==> src/rtl/dec_pkg.sv <==
// dec_pkg: shared mode/state encodings and width helper for the one-hot sequencer.
package dec_pkg;
    typedef enum logic [1:0] {
        DEC_MODE_LEVEL = 2'b00,
        DEC_MODE_PULSE = 2'b01,
        DEC_MODE_SCAN  = 2'b10,
        DEC_MODE_RSVD  = 2'b11
    } dec_mode_e;

    typedef enum logic [1:0] {
        DEC_ST_IDLE  = 2'b00,
        DEC_ST_HOLD  = 2'b01,
        DEC_ST_PULSE = 2'b10,
        DEC_ST_SCAN  = 2'b11
    } dec_state_e;

    function automatic int dec_clog2(input int v);
        int r;
        r = 0;
        for (int i = 0; i < 31; i++) if ((1 << i) < v) r = i + 1;
        return r;
    endfunction
endpackage

==> src/rtl/dec_one_hot_seq_if.sv <==
// dec_one_hot_seq_if: request/status bundle between a requester and the one-hot sequencer.
interface dec_one_hot_seq_if #(
    parameter int PTR_BIT_WIDTH = 3,
    parameter int DEC_BIT_WIDTH = 8
);
    logic [PTR_BIT_WIDTH-1:0] ptr;
    logic                     d;
    logic [1:0]               mode;
    logic                     valid;
    logic                     ready;
    logic                     stop;
    logic [DEC_BIT_WIDTH-1:0] q;
    logic                     err;
    logic                     done;
    logic                     busy;

    modport master (output ptr, d, mode, valid, stop, input ready, q, err, done, busy);
    modport slave  (input ptr, d, mode, valid, stop, output ready, q, err, done, busy);
endinterface

==> src/rtl/dec_dwell_timer.sv <==
// dec_dwell_timer: loadable down-counter; tc is high while the count sits at zero.
module dec_dwell_timer #(
    parameter int W = 3
) (
    input  logic         clk,
    input  logic         rst,
    input  logic         load,
    input  logic         en,
    input  logic [W-1:0] load_val,
    output logic         tc
);
    logic [W-1:0] cnt;

    always_ff @(posedge clk) begin
        if (rst) cnt <= '0;
        else if (load) cnt <= load_val;
        else if (en && cnt != '0) cnt <= cnt - 1'b1;
    end

    assign tc = cnt == '0;
endmodule

==> src/rtl/dec_one_hot_seq.sv <==
// dec_one_hot_seq: registered handshaked one-hot decoder with LEVEL, PULSE and SCAN modes.
module dec_one_hot_seq
    import dec_pkg::*;
#(
    parameter int PTR_BIT_WIDTH = 3,
    parameter int DEC_BIT_WIDTH = 8,
    parameter int PULSE_LEN     = 4,
    parameter int SCAN_DWELL    = 2
) (
    input logic               clk,
    input logic               rst,
    dec_one_hot_seq_if.slave  bus
);
    localparam int PW  = PTR_BIT_WIDTH;
    localparam int PW1 = PTR_BIT_WIDTH + 1;
    localparam int CW  = dec_clog2(((PULSE_LEN > SCAN_DWELL) ? PULSE_LEN : SCAN_DWELL) + 1);
    localparam int SW  = dec_clog2(DEC_BIT_WIDTH + 1);

    if (DEC_BIT_WIDTH > 2 ** PTR_BIT_WIDTH || PULSE_LEN < 1 || SCAN_DWELL < 1) begin : g_bad_param
        $error("dec_one_hot_seq: illegal parameter combination");
    end

    dec_state_e          state, st_n;
    logic [PW-1:0]       pos, pos_n;
    logic [SW-1:0]       step, step_n;
    logic                d_r, d_n;
    logic                accept, bad, tc, last, adv, fin, load;
    logic [CW-1:0]       load_val;
    logic [DEC_BIT_WIDTH-1:0] q_n;

    assign accept = bus.valid && bus.ready;
    // Pointer compared one bit wider so DEC_BIT_WIDTH == 2**PTR_BIT_WIDTH never wraps
    assign bad    = {1'b0, bus.ptr} >= PW1'(DEC_BIT_WIDTH) || bus.mode == DEC_MODE_RSVD;
    assign last   = step == SW'(DEC_BIT_WIDTH - 1);
    assign adv    = state == DEC_ST_SCAN && tc && !last;
    assign fin    = tc && (state == DEC_ST_PULSE || (state == DEC_ST_SCAN && last));
    assign load   = (accept && !bad && (bus.mode == DEC_MODE_PULSE || bus.mode == DEC_MODE_SCAN))
                    || (adv && !bus.stop);
    assign load_val = (accept && bus.mode == DEC_MODE_PULSE) ? CW'(PULSE_LEN - 1) : CW'(SCAN_DWELL - 1);

    dec_dwell_timer #(.W(CW)) u_timer (
        .clk      (clk),
        .rst      (rst),
        .load     (load),
        .en       (bus.busy),
        .load_val (load_val),
        .tc       (tc)
    );

    always_ff @(posedge clk) begin
        if (rst) state <= DEC_ST_IDLE;
        else state <= st_n;
    end

    always_comb begin
        st_n = bus.stop ? DEC_ST_IDLE
             : accept ? (bad ? DEC_ST_IDLE
                       : bus.mode == DEC_MODE_LEVEL ? DEC_ST_HOLD
                       : bus.mode == DEC_MODE_PULSE ? DEC_ST_PULSE : DEC_ST_SCAN)
             : fin ? DEC_ST_IDLE : state;
    end

    always_comb begin
        bus.ready = (state == DEC_ST_IDLE || state == DEC_ST_HOLD) && !bus.stop;
        bus.busy  = state == DEC_ST_PULSE || state == DEC_ST_SCAN;
    end

    // Q is derived only from the upcoming state and position, so it can never carry two bits
    always_comb begin
        pos_n  = accept ? bus.ptr : adv ? ((pos == PW'(DEC_BIT_WIDTH - 1)) ? '0 : pos + 1'b1) : pos;
        step_n = accept ? '0 : adv ? step + 1'b1 : step;
        d_n    = accept ? bus.d : d_r;
        q_n    = (st_n == DEC_ST_IDLE || !d_n) ? '0 : DEC_BIT_WIDTH'(1) << pos_n;
    end

    always_ff @(posedge clk) begin
        if (rst) begin
            pos      <= '0;
            step     <= '0;
            d_r      <= 1'b0;
            bus.q    <= '0;
            bus.err  <= 1'b0;
            bus.done <= 1'b0;
        end else begin
            pos      <= pos_n;
            step     <= step_n;
            d_r      <= d_n;
            bus.q    <= q_n;
            bus.err  <= accept && bad;
            bus.done <= fin && !bus.stop;
        end
    end
endmodule

==> src/flat_wrapper.sv <==
// flat-port wrapper written by rule: the top's interface ports become plain ports
module dec_one_hot_seq_flat import dec_pkg::*;
#(
    parameter int PTR_BIT_WIDTH = 3,
    parameter int DEC_BIT_WIDTH = 8,
    parameter int PULSE_LEN     = 4,
    parameter int SCAN_DWELL    = 2
)
  (clk, rst, bus_ptr, bus_d, bus_mode, bus_valid, bus_stop, bus_ready, bus_q, bus_err, bus_done, bus_busy);
  dec_one_hot_seq_if #(.PTR_BIT_WIDTH(PTR_BIT_WIDTH), .DEC_BIT_WIDTH(DEC_BIT_WIDTH)) bus_i ();
  input logic clk;
  input logic rst;
  input wire logic [$bits(bus_i.ptr)-1:0] bus_ptr;
  input wire logic [$bits(bus_i.d)-1:0] bus_d;
  input wire logic [$bits(bus_i.mode)-1:0] bus_mode;
  input wire logic [$bits(bus_i.valid)-1:0] bus_valid;
  input wire logic [$bits(bus_i.stop)-1:0] bus_stop;
  output wire logic [$bits(bus_i.ready)-1:0] bus_ready;
  output wire logic [$bits(bus_i.q)-1:0] bus_q;
  output wire logic [$bits(bus_i.err)-1:0] bus_err;
  output wire logic [$bits(bus_i.done)-1:0] bus_done;
  output wire logic [$bits(bus_i.busy)-1:0] bus_busy;
  assign bus_i.ptr = bus_ptr;
  assign bus_i.d = bus_d;
  assign bus_i.mode = bus_mode;
  assign bus_i.valid = bus_valid;
  assign bus_i.stop = bus_stop;
  assign bus_ready = bus_i.ready;
  assign bus_q = bus_i.q;
  assign bus_err = bus_i.err;
  assign bus_done = bus_i.done;
  assign bus_busy = bus_i.busy;
  dec_one_hot_seq #(.PTR_BIT_WIDTH(PTR_BIT_WIDTH), .DEC_BIT_WIDTH(DEC_BIT_WIDTH), .PULSE_LEN(PULSE_LEN), .SCAN_DWELL(SCAN_DWELL)) u_core (.clk(clk), .rst(rst), .bus(bus_i));
endmodule
==> config.mk <==
export PLATFORM = sky130hd
export DESIGN_NAME = dec_one_hot_seq_flat
export DESIGN_NICKNAME = d
export VERILOG_FILES = /design/src/rtl/dec_pkg.sv /design/src/rtl/dec_one_hot_seq_if.sv /design/src/rtl/dec_dwell_timer.sv /design/src/rtl/dec_one_hot_seq.sv /design/src/flat_wrapper.sv
export SDC_FILE = /design/constraint.sdc
export NUM_CORES = 1
export LEC_CHECK = 0
export BUFFER_PORTS_ARGS = -buffer_cell sky130_fd_sc_hd__buf_2
export CORE_MARGIN = 4
export CORE_UTILIZATION = 50
export DETAILED_ROUTE_END_ITERATION = 10
export GPL_TIMING_DRIVEN = 1
export PLACE_DENSITY_LB_ADDON = 0.15
export SETUP_SLACK_MARGIN = 0.02
export SLEW_MARGIN = 0
export SYNTH_ARGS = -nofsm -noshare
export SYNTH_HDL_FRONTEND = slang
export SYNTH_HIERARCHICAL = 1
export SYNTH_SLANG_ARGS = --single-unit
==> constraint.sdc <==
create_clock -name clk -period 2.6 [get_ports clk]
set_input_delay 0.13 -clock clk [delete_from_list [all_inputs] [get_ports clk]]
set_output_delay 0.13 -clock clk [all_outputs]
set_load 0.01 [all_outputs]
* After elaboration in Yosys (flattened, before gate mapping)
Cells that the tools add are included.
** Cells by class
- Add/sub/neg operators :: 3
- Multipliers :: 0
- Div/mod/pow operators :: 0
- Magnitude comparators :: 0
- Equal/unequal tests :: 8
- Shifts and indexed selects :: 1
- Mux-type cells :: 13
- Bitwise operators :: 0
- Reductions and logical operators :: 31
** Operators with widths (count)
- 2-to-1 mux 3 bit :: 5
- logical AND 1 bit :: 13
- 2-to-1 mux 2 bit :: 6
- equality test 2 bit, second input constant :: 4
- << shifter 1 x 3 -> 8 bit, first input constant :: 1
- zero test 2 bit :: 3
- logical OR 1 bit :: 6
- adder 4 x 1 -> 4 bit, second input constant :: 1
- equality test 2 x 1 -> 1 bit, second input constant :: 2
- equality test 4 x 3 -> 1 bit, second input constant :: 1
- zero test 1 bit :: 4
- OR reduction 2 bit :: 2
- adder 3 x 1 -> 3 bit, second input constant :: 1
- equality test 3 bit, second input constant :: 1
- zero test 3 bit :: 1
- nonzero test 3 bit :: 1
- subtractor 3 x 1 -> 3 bit, second input constant :: 1
- 2-to-1 mux 1 bit :: 2
- nonzero test 2 bit :: 1
** Word-level totals
- Register bits after elaboration :: 23
- Latch bits :: 0
- RAM bits :: 0
- Memory bits (read-only) :: 0
- Input bits :: 10
- Output and inout bits :: 12
- Memories kept :: 0

* Depth between registers and ports, before layout
Gate-level depths: netlist of run 1.
- Depth after elaboration :: 10
- Mapped depth :: 10

* By module
Netlist of run 1, hierarchy kept.
** By module, submodules not included
- dec_one_hot_seq :: times used 1, cells an instance 100, area each 913.4 um2, sequential area each 400.4 um2
- dec_dwell_timer :: times used 1, cells an instance 21, area each 182.7 um2, sequential area each 60.1 um2

* Least setup slack after synthesis of run 1
Ideal clock, no wire load.
- Path type :: reg2reg
- Start :: reg u_core.u_timer.cnt[0]
- End :: reg u_core.u_timer.cnt[1]
- Library setup time :: 0.074 ns
- Arrival time :: 1.960 ns
- Required time :: 2.526 ns
- Slack :: 0.566 ns
- Stages on the path, launching flop included :: 11
- Period minus slack after synthesis :: 2.034 ns
- Cells stage by stage :: dfxtp_1 inv_1 ha_1 ha_1 and3_1 and2_1 buf_2 inv_1 o32ai_1 or3_1 a31oi_1
** Between the ends
- Word-level cells in the longest chain between the ends :: 6
- Elaborated cells on any way between the ends :: 11
** Ends and longest elaborated chain
- from (decl) :: line dec_dwell_timer.sv:12 : logic [W-1:0] cnt;
- from (signal assigned) :: line dec_dwell_timer.sv:16 : else if (load) cnt <= load_val;
- from (signal assigned) :: line dec_dwell_timer.sv:17 : else if (en && cnt != '0) cnt <= cnt - 1'b1;
- zero test 3 bit (*) :: line dec_dwell_timer.sv:20 : assign tc = cnt == '0;
- net u_core.tc :: line dec_one_hot_seq.sv:27 : logic accept, bad, tc, last, adv, fin, load;
- logical AND 1 bit (*) (2 in series) :: line dec_one_hot_seq.sv:35 : assign adv = state == DEC_ST_SCAN && tc && !last;
- logical AND 1 bit (*) :: line dec_one_hot_seq.sv:38 : || (adv && !bus.stop);
- logical OR 1 bit (*) :: line dec_one_hot_seq.sv:38
- net u_core.load :: line dec_one_hot_seq.sv:27
- 2-to-1 mux 3 bit / nonzero test 2 bit (equally long branches)
Mark *: on every way through the listed nets, which the timed path passes. The rest lies on a longest branch. The select of a mux whose other input is x is not followed.
A chain may end at the register's enable or synchronous reset.

* Final worst setup path of run 1
- Start :: reg u_core.u_timer.cnt[0]
- End :: reg u_core.u_timer.cnt[2]
Same word-level chain as after synthesis.

==> run summary, run 1 <==
final cell count without fillers: 168
post-layout min period: 2.210 ns
final setup fails: 0
reg-to-reg slack, setup: 0.39 ns
R2R cell count: 9
initial antenna violation count: 0
hold depth: 3
post-synthesis cell type count: 38
Synth async-reset ratio: 0%
DR pass1 iterations: 4
CTS sink count: 23
Syn Inst Count: 121
min-delay src: bus_d
reg2reg start: u_core/u_timer/cnt[0]$_SDFFE_PP0P_
WHS Endpoint: u_core/d_r$_SDFF_PP0_
worst skew pair latency: 0.31 ns
via count: 882
Slew headroom: 48.74%
post-CTS sizing: 0
Least-Margin Pin Slew: 0.7665 ns
Seq cells post-synth: 23
Post-DP Area: 0.001206 mm2
crit-path max cell delay: 0.43 ns
reg2reg end: u_core/u_timer/cnt[2]$_SDFFE_PP0P_
vias in the first global route: 833
Peak VDD IR: 0.3292 mV
# nets final: 160
Synth top area share: 42.01%
sequential area share after synthesis: 42.01%
# port buffers: 21
area grow syn2layout: 12.56%
Critical Path Sink Type: register
Ant. Diodes: 0
hold_buf cts: 0
die area: 0.003005 mm2
HPWL Detailed: 1.528 mm
worst-path fanout max: 8
WP data required: 2.84 ns
clock skew: 0.002099 ns
DRC Markers: 0
core area: 0.002022 mm2
CTS buffer count: 3
# rows: 16
Die Span X: 54.82 um
Synth Cell Area: 0.001096 mm2
global route overflow: 0
CP Cell Sequence: inv_1, ha_1, ha_1, and3_1, and2_1, inv_1, o32ai_1, or3_1, a31oi_1
H-tree levels: 1
IO Pins: 22
Worst setup SP type: register
Hold Fails Final Rpt: 0
Max Cap Viol: 0
Static Leak: 0.5536 nW
CTS clk-pin slew, worst paths: 0.12 ns
worst hold path type: input pin to register
Main synth FF type: dfxtp_1
DR WL/cell: 11.99 um
fmax: 452.4 MHz
total power divided by cell area: 486.7 mW/mm2
Via density: 5.250
count leader, synth: dfxtp_1
Post-synth EDFFs: 0
# fillers: 181
layout cell share with drive strength beyond 1: 22.70%
Final GP Congestion: 0.7536
first-pass GRT wire length: 3.394 mm
setup TNS: 0 ns
placed cells: 164
status: completed
final worst path period share: 85.01%
TritonCTS clock tree: done
RSZ-0062 raised after global routing: no
Tot Pwr: 600.5 uW
multi-input logic area: 580.6 um2
1st-iter DRT viols: 23
maximum number of pins on one net before global-route repair: 17
effective utilization at floorplan: 54.21%
Critical Path Start: u_core/u_timer/cnt[0]$_SDFFE_PP0P_
final WL: 2.014 mm
root buffer cell: clkbuf_4
Post-Syn Nets: 139
mean post-synth cell area: 9.058 um2
post-route ant nets: 0
Post-synth top cells: 23 x dfxtp_1, 13 x nand2_1, 13 x nor2_1, 8 x ha_1, 7 x inv_1
crit path kind: register to register
yosys synthesis warning count: 6
post-CTS setup buffer count: 0
register area: 460.4 um2
critical path's slowest cell: or3_1
Slew Limit Fails: 0
Die H: 54.82 um
Finished Cell Area: 0.001234 mm2
gr usage total: 16.05%
top cells by area, synth: dfxtp_1 42%, ha_1 9.1%, nand2_1 4.5%
post-synth top area cell: dfxtp_1
worst path arrival time: 2.45 ns
Clock Tree Buf Depth: 2
per-stage QoR:
| step | hold slack [ns] | utilization, % | setup WS, ns |
|---|---|---|---|
| 4_1_cts | 0.05038 | 61.01 | 0.3877 |
| 3_5_place_dp | 0.3960 | 59.65 | 0.4039 |
| 5_1_grt | 0.04605 | 61.01 | 0.2103 |
| 6_report | 0.06541 | 61.01 | 0.3897 |
| 2_1_floorplan | 0.1994 | - | 0.5657 |
| 3_3_place_gp | 0.3875 | 59.65 | 0.5129 |
critical path, delay by kind of cell, from the launching register on:
| kind | cells | cell delay [ns] |
|---|---|---|
| fa+ha+maj | 2 | 0.39 |
| simple gates | 3 | 0.92 |
| flops | 1 | 0.36 |
| buf+inv | 2 | 0.13 |
| compound gates | 2 | 0.35 |
per-layer routing:
metal / vias to the layer above / part of all wire, % / global-route usage [%]
met5: - / 0 / 0
met2: 25 / 48 / 26.97
met4: 0 / 2.1 / 9.544
li1: 449 / - / -
met3: 5 / 6.8 / 3.270
met1: 403 / 43 / 18.48
sequential cells by signal, indices dropped and copies added, names as in the netlist:
name / count
u_core/bus.q: 8
u_core/step: 4
u_core/pos: 3
u_core/u_timer/cnt: 3
u_core/state: 2
u_core/bus.done: 1
u_core/bus.err: 1
u_core/d_r: 1
where the power goes:
group	switching [mW]	internal [mW]	leakage, nW
Sequential	0.00550	0.360	0.186
Combinational	0.0414	0.0321	0.350
Clock	0.104	0.0575	0.0177
final cells by class:
class | instances | area share, %
clock inverter | 1 | 0.4057
clock buffer | 3 | 1.826
tap | 27 | 2.738
inverter | 7 | 2.130
multi-input combinational | 86 | 47.06
timing repair buffer | 21 | 8.519
sequential | 23 | 37.32
cells by family (layout without fill, tap and decap cells):
| family | Yosys count | count (layout) | synth area share, % |
|---|---|---|---|
| fa+ha+maj | 8 | 8 | 9.133 |
| compound gates | 14 | 14 | 9.704 |
| buf+inv | 12 | 32 | 5.023 |
| flops | 23 | 23 | 42.01 |
| other cells | 2 | 2 | 0.6852 |
| xor+xnor | 4 | 4 | 3.197 |
| mux | 2 | 2 | 1.827 |
| simple gates | 56 | 56 | 28.42 |
how the worst max path moves through the flow:
| stage | end | cells after the start | slack [ns] |
|---|---|---|---|
| 5_1_grt | u_core/u_timer/cnt[1]$_SDFFE_PP0P_ | 9 | 0.21 |
| 6_report | u_core/u_timer/cnt[2]$_SDFFE_PP0P_ | 9 | 0.39 |
| 2_1_floorplan | u_core/u_timer/cnt[1]$_SDFFE_PP0P_ | 10 | 0.57 |
| 3_3_place_gp | u_core/u_timer/cnt[1]$_SDFFE_PP0P_ | 9 | 0.51 |
| 3_5_place_dp | u_core/u_timer/cnt[2]$_SDFFE_PP0P_ | 9 | 0.40 |
| 4_1_cts | u_core/u_timer/cnt[2]$_SDFFE_PP0P_ | 9 | 0.39 |
layout by cell type, fill, tap and decap left out, drive strengths merged, types with 2 or more instances in the layout:
cell and instances:
xnor2 2, nand3b 4, nor3b 3, o211a 3, inv 7, xor2 2
nor3 5, buf 21, and2 2, nor2 13, nand2 13, ha 8
nand3 4, conb 2, a21oi 4, o211ai 2, a31oi 2, nand2b 3
or3 3, dfxtp 23, mux2i 2, clkbuf 3
(Power assumes the default switching activity.)
==> inputs of run 2 (changes only) <==
--- a/config.mk
+++ b/config.mk
@@ -6,11 +6,11 @@
 export NUM_CORES = 1
 export LEC_CHECK = 0
 export BUFFER_PORTS_ARGS = -buffer_cell sky130_fd_sc_hd__buf_2
-export CORE_MARGIN = 4
-export CORE_UTILIZATION = 50
+export CORE_UTILIZATION = 30
 export DETAILED_ROUTE_END_ITERATION = 10
 export GPL_TIMING_DRIVEN = 1
 export PLACE_DENSITY_LB_ADDON = 0.15
+export RECOVER_POWER = 25
 export SETUP_SLACK_MARGIN = 0.02
 export SLEW_MARGIN = 0
 export SYNTH_ARGS = -nofsm -noshare
==> run 2 against run 1 <==
  * Final area increased by 1.1%
  * Via count grew 2.3%
  * Die area is 30% higher
  * Critical path depth unchanged
  * Sequential power barely moved
  * Clock skew grew 0.014 ns
  * Register-to-register slack worse by 0.05 ns
  * Global-route usage is 3.3 points lower
  * Total power rose by 2.4%
  * Core utilization fell by 24 points
  * Critical endpoint is now u_core/u_timer/cnt[1]$_SDFFE_PP0P_
==> run summary, run 2 (synthesized netlist as in run 1, its figures left out) <==
WP data required: 2.86 ns (was 2.84 ns)
total power divided by cell area: 492.8 mW/mm2 (was 486.7 mW/mm2)
Clock Tree Buf Depth: 2 (unchanged)
setup TNS: 0 ns (unchanged)
Critical Path Sink Type: register (unchanged)
HPWL Detailed: 1.683 mm (was 1.528 mm)
effective utilization at floorplan: 32.09% (was 54.21%)
Post-DP Area: 0.001230 mm2 (was 0.001206 mm2)
# port buffers: 21 (unchanged)
H-tree levels: 1 (unchanged)
Comb power frac: 12.3% (was 12.2%)
Hold Fails Final Rpt: 0 (unchanged)
post-CTS sizing: 0 (unchanged)
first-pass GRT wire length: 3.843 mm (was 3.394 mm)
Finished Cell Area: 0.001247 mm2 (was 0.001234 mm2)
initial antenna violation count: 0 (unchanged)
status: completed (unchanged)
core area: 0.003416 mm2 (was 0.002022 mm2)
via count: 902 (was 882)
Die H: 62.45 um (was 54.82 um)
Via density: 4.824 (was 5.250)
post-layout min period: 2.263 ns (was 2.210 ns)
1st-iter DRT viols: 39 (was 23)
Internal: 449.3 uW (about the same)
power share of the clock group: 28.3% (was 26.9%)
clock skew: 0.01572 ns (was 0.002099 ns)
worst path arrival time: 2.52 ns (was 2.45 ns)
final worst path period share: 87.02% (was 85.01%)
worst skew pair latency: 0.32 ns (was 0.31 ns)
area grow syn2layout: 13.81% (was 12.56%)
CTS buffer count: 3 (unchanged)
Max Cap Viol: 0 (unchanged)
layout cell share with drive strength beyond 1: 17.02% (was 22.70%)
largest registers: u_core/bus.q x8, u_core/step x4 (unchanged)
maximum number of pins on one net before global-route repair: 17 (unchanged)
RSZ-0062 raised after global routing: no (unchanged)
final WL: 2.276 mm (was 2.014 mm)
Largest register FFs: 8 (unchanged)
P_sw: 165.5 uW (was 151.2 uW)
gr usage total: 12.75% (was 16.05%)
TritonCTS clock tree: done (unchanged)
Sw Ratio: 26.92% (was 25.18%)
Worst setup SP type: register (unchanged)
Ant. Diodes: 0 (unchanged)
CTS sink count: 23 (unchanged)
crit path kind: register to register (unchanged)
worst hold path type: input pin to register (unchanged)
DRC Markers: 0 (unchanged)
# fillers: 377 (was 181)
die area: 0.003899 mm2 (was 0.003005 mm2)
hold_buf cts: 0 (unchanged)
global route overflow: 0 (unchanged)
reg-to-reg slack, setup: 0.34 ns (was 0.39 ns)
Slew headroom: 48.24% (was 48.74%)
final setup fails: 0 (unchanged)
# rows: 21 (was 16)
CTS clk-pin slew, worst paths: 0.15 ns (was 0.12 ns)
most common cell after layout, fill and taps aside: dfxtp_1 (unchanged)
vias in the first global route: 831 (was 833)
DR pass1 iterations: 7 (was 4)
Flop pwr share: 59.4% (was 60.8%)
post-CTS setup buffer count: 0 (unchanged)
Final GP Congestion: 0.7582 (was 0.7536)
# nets final: 160 (unchanged)
fmax: 442.0 MHz (was 452.4 MHz)
final core utilization: 36.52% (was 61.01%)
IO Pins: 22 (unchanged)
root buffer cell: clkbuf_4 (unchanged)
worst-path fanout max: 8 (unchanged)
post-route ant nets: 0 (unchanged)
Die Span X: 62.45 um (was 54.82 um)
Slew Limit Fails: 0 (unchanged)
DR WL/cell: 12.17 um (was 11.99 um)
Least-Margin Pin Slew: 0.7740 ns (was 0.7665 ns)
Static Leak: 0.5185 nW (was 0.5536 nW)
most frequent cells in the layout: 23 x dfxtp_1, 13 x buf_2, 13 x nor2_1, 13 x nand2_1 (was 23 x dfxtp_1, 21 x buf_2, 13 x nor2_1, 13 x nand2_1, 8 x ha_1)
Largest Register: u_core/bus.q (unchanged)
Peak VDD IR: 0.1998 mV (was 0.3292 mV)
run 2: worst paths after layout:
path                                      start                                  to  cells past startpoint
max reg2reg  u_core/u_timer/cnt[0]$_SDFFE_PP0P_  u_core/u_timer/cnt[1]$_SDFFE_PP0P_                      9
min                                       bus_d               u_core/d_r$_SDFF_PP0_                      3
max          u_core/u_timer/cnt[0]$_SDFFE_PP0P_  u_core/u_timer/cnt[1]$_SDFFE_PP0P_                      9
min reg2reg               u_core/d_r$_SDFF_PP0_               u_core/d_r$_SDFF_PP0_                      2
run 2: power groups by stage:
stage / clock (mW) / sequential [mW] / combinational [mW]
4_1_cts: 0.185 / 0.365 / 0.0756
2_1_floorplan: 0 / 0.372 / 0.0541
3_5_place_dp: 0 / 0.373 / 0.0754
3_3_place_gp: 0 / 0.373 / 0.0748
6_report: 0.174 / 0.365 / 0.0754
5_1_grt: 0.198 / 0.367 / 0.0846
run 2: routing by layer:
| layer | global-route usage, % | vias up | share of wire (%) |
|---|---|---|---|
| li1 | - | 448 | - |
| met4 | 6.105 | 0 | 1.2 |
| met1 | 17.57 | 416 | 49 |
| met3 | 3.285 | 6 | 6.5 |
| met2 | 18.34 | 32 | 43 |
| met5 | 0 | - | 0 |
run 2: stage by stage:
| step | std cells | setup WS (ns) | hold WS [ns] | total power [mW] |
|---|---|---|---|---|
| floorplan | 121 | 0.5657 | 0.1994 | 0.4260 |
| global placement | 183 | 0.4897 | 0.3839 | 0.4477 |
| detailed placement | 183 | 0.4033 | 0.3936 | 0.4484 |
| CTS | 187 | 0.3689 | 0.02438 | 0.6259 |
| global route | 187 | 0.2013 | 0.03651 | 0.6489 |
| finish | 187 | 0.3375 | 0.03609 | 0.6147 |
run 2: final cells by class:
| type | instances | area (um2) | share of cell area [%] |
|---|---|---|---|
| clock buffers | 3 | 22.52 | 1.805 |
| clock inverters | 1 | 5.005 | 0.4012 |
| inverters | 7 | 26.28 | 2.106 |
| multi-input cells | 86 | 580.6 | 46.54 |
| flip-flops and latches | 23 | 460.4 | 36.91 |
| well taps | 46 | 57.56 | 4.614 |
| repair buffers | 21 | 95.09 | 7.623 |
run 2: critical path, cell delays in order, from the launching register on:
cell     delay, ns
dfxtp_1       0.38
inv_1         0.05
ha_1          0.19
ha_1          0.21
and3_1        0.23
and2_1        0.28
inv_1         0.09
o32ai_1       0.18
or3_1         0.41
a31oi_1       0.18
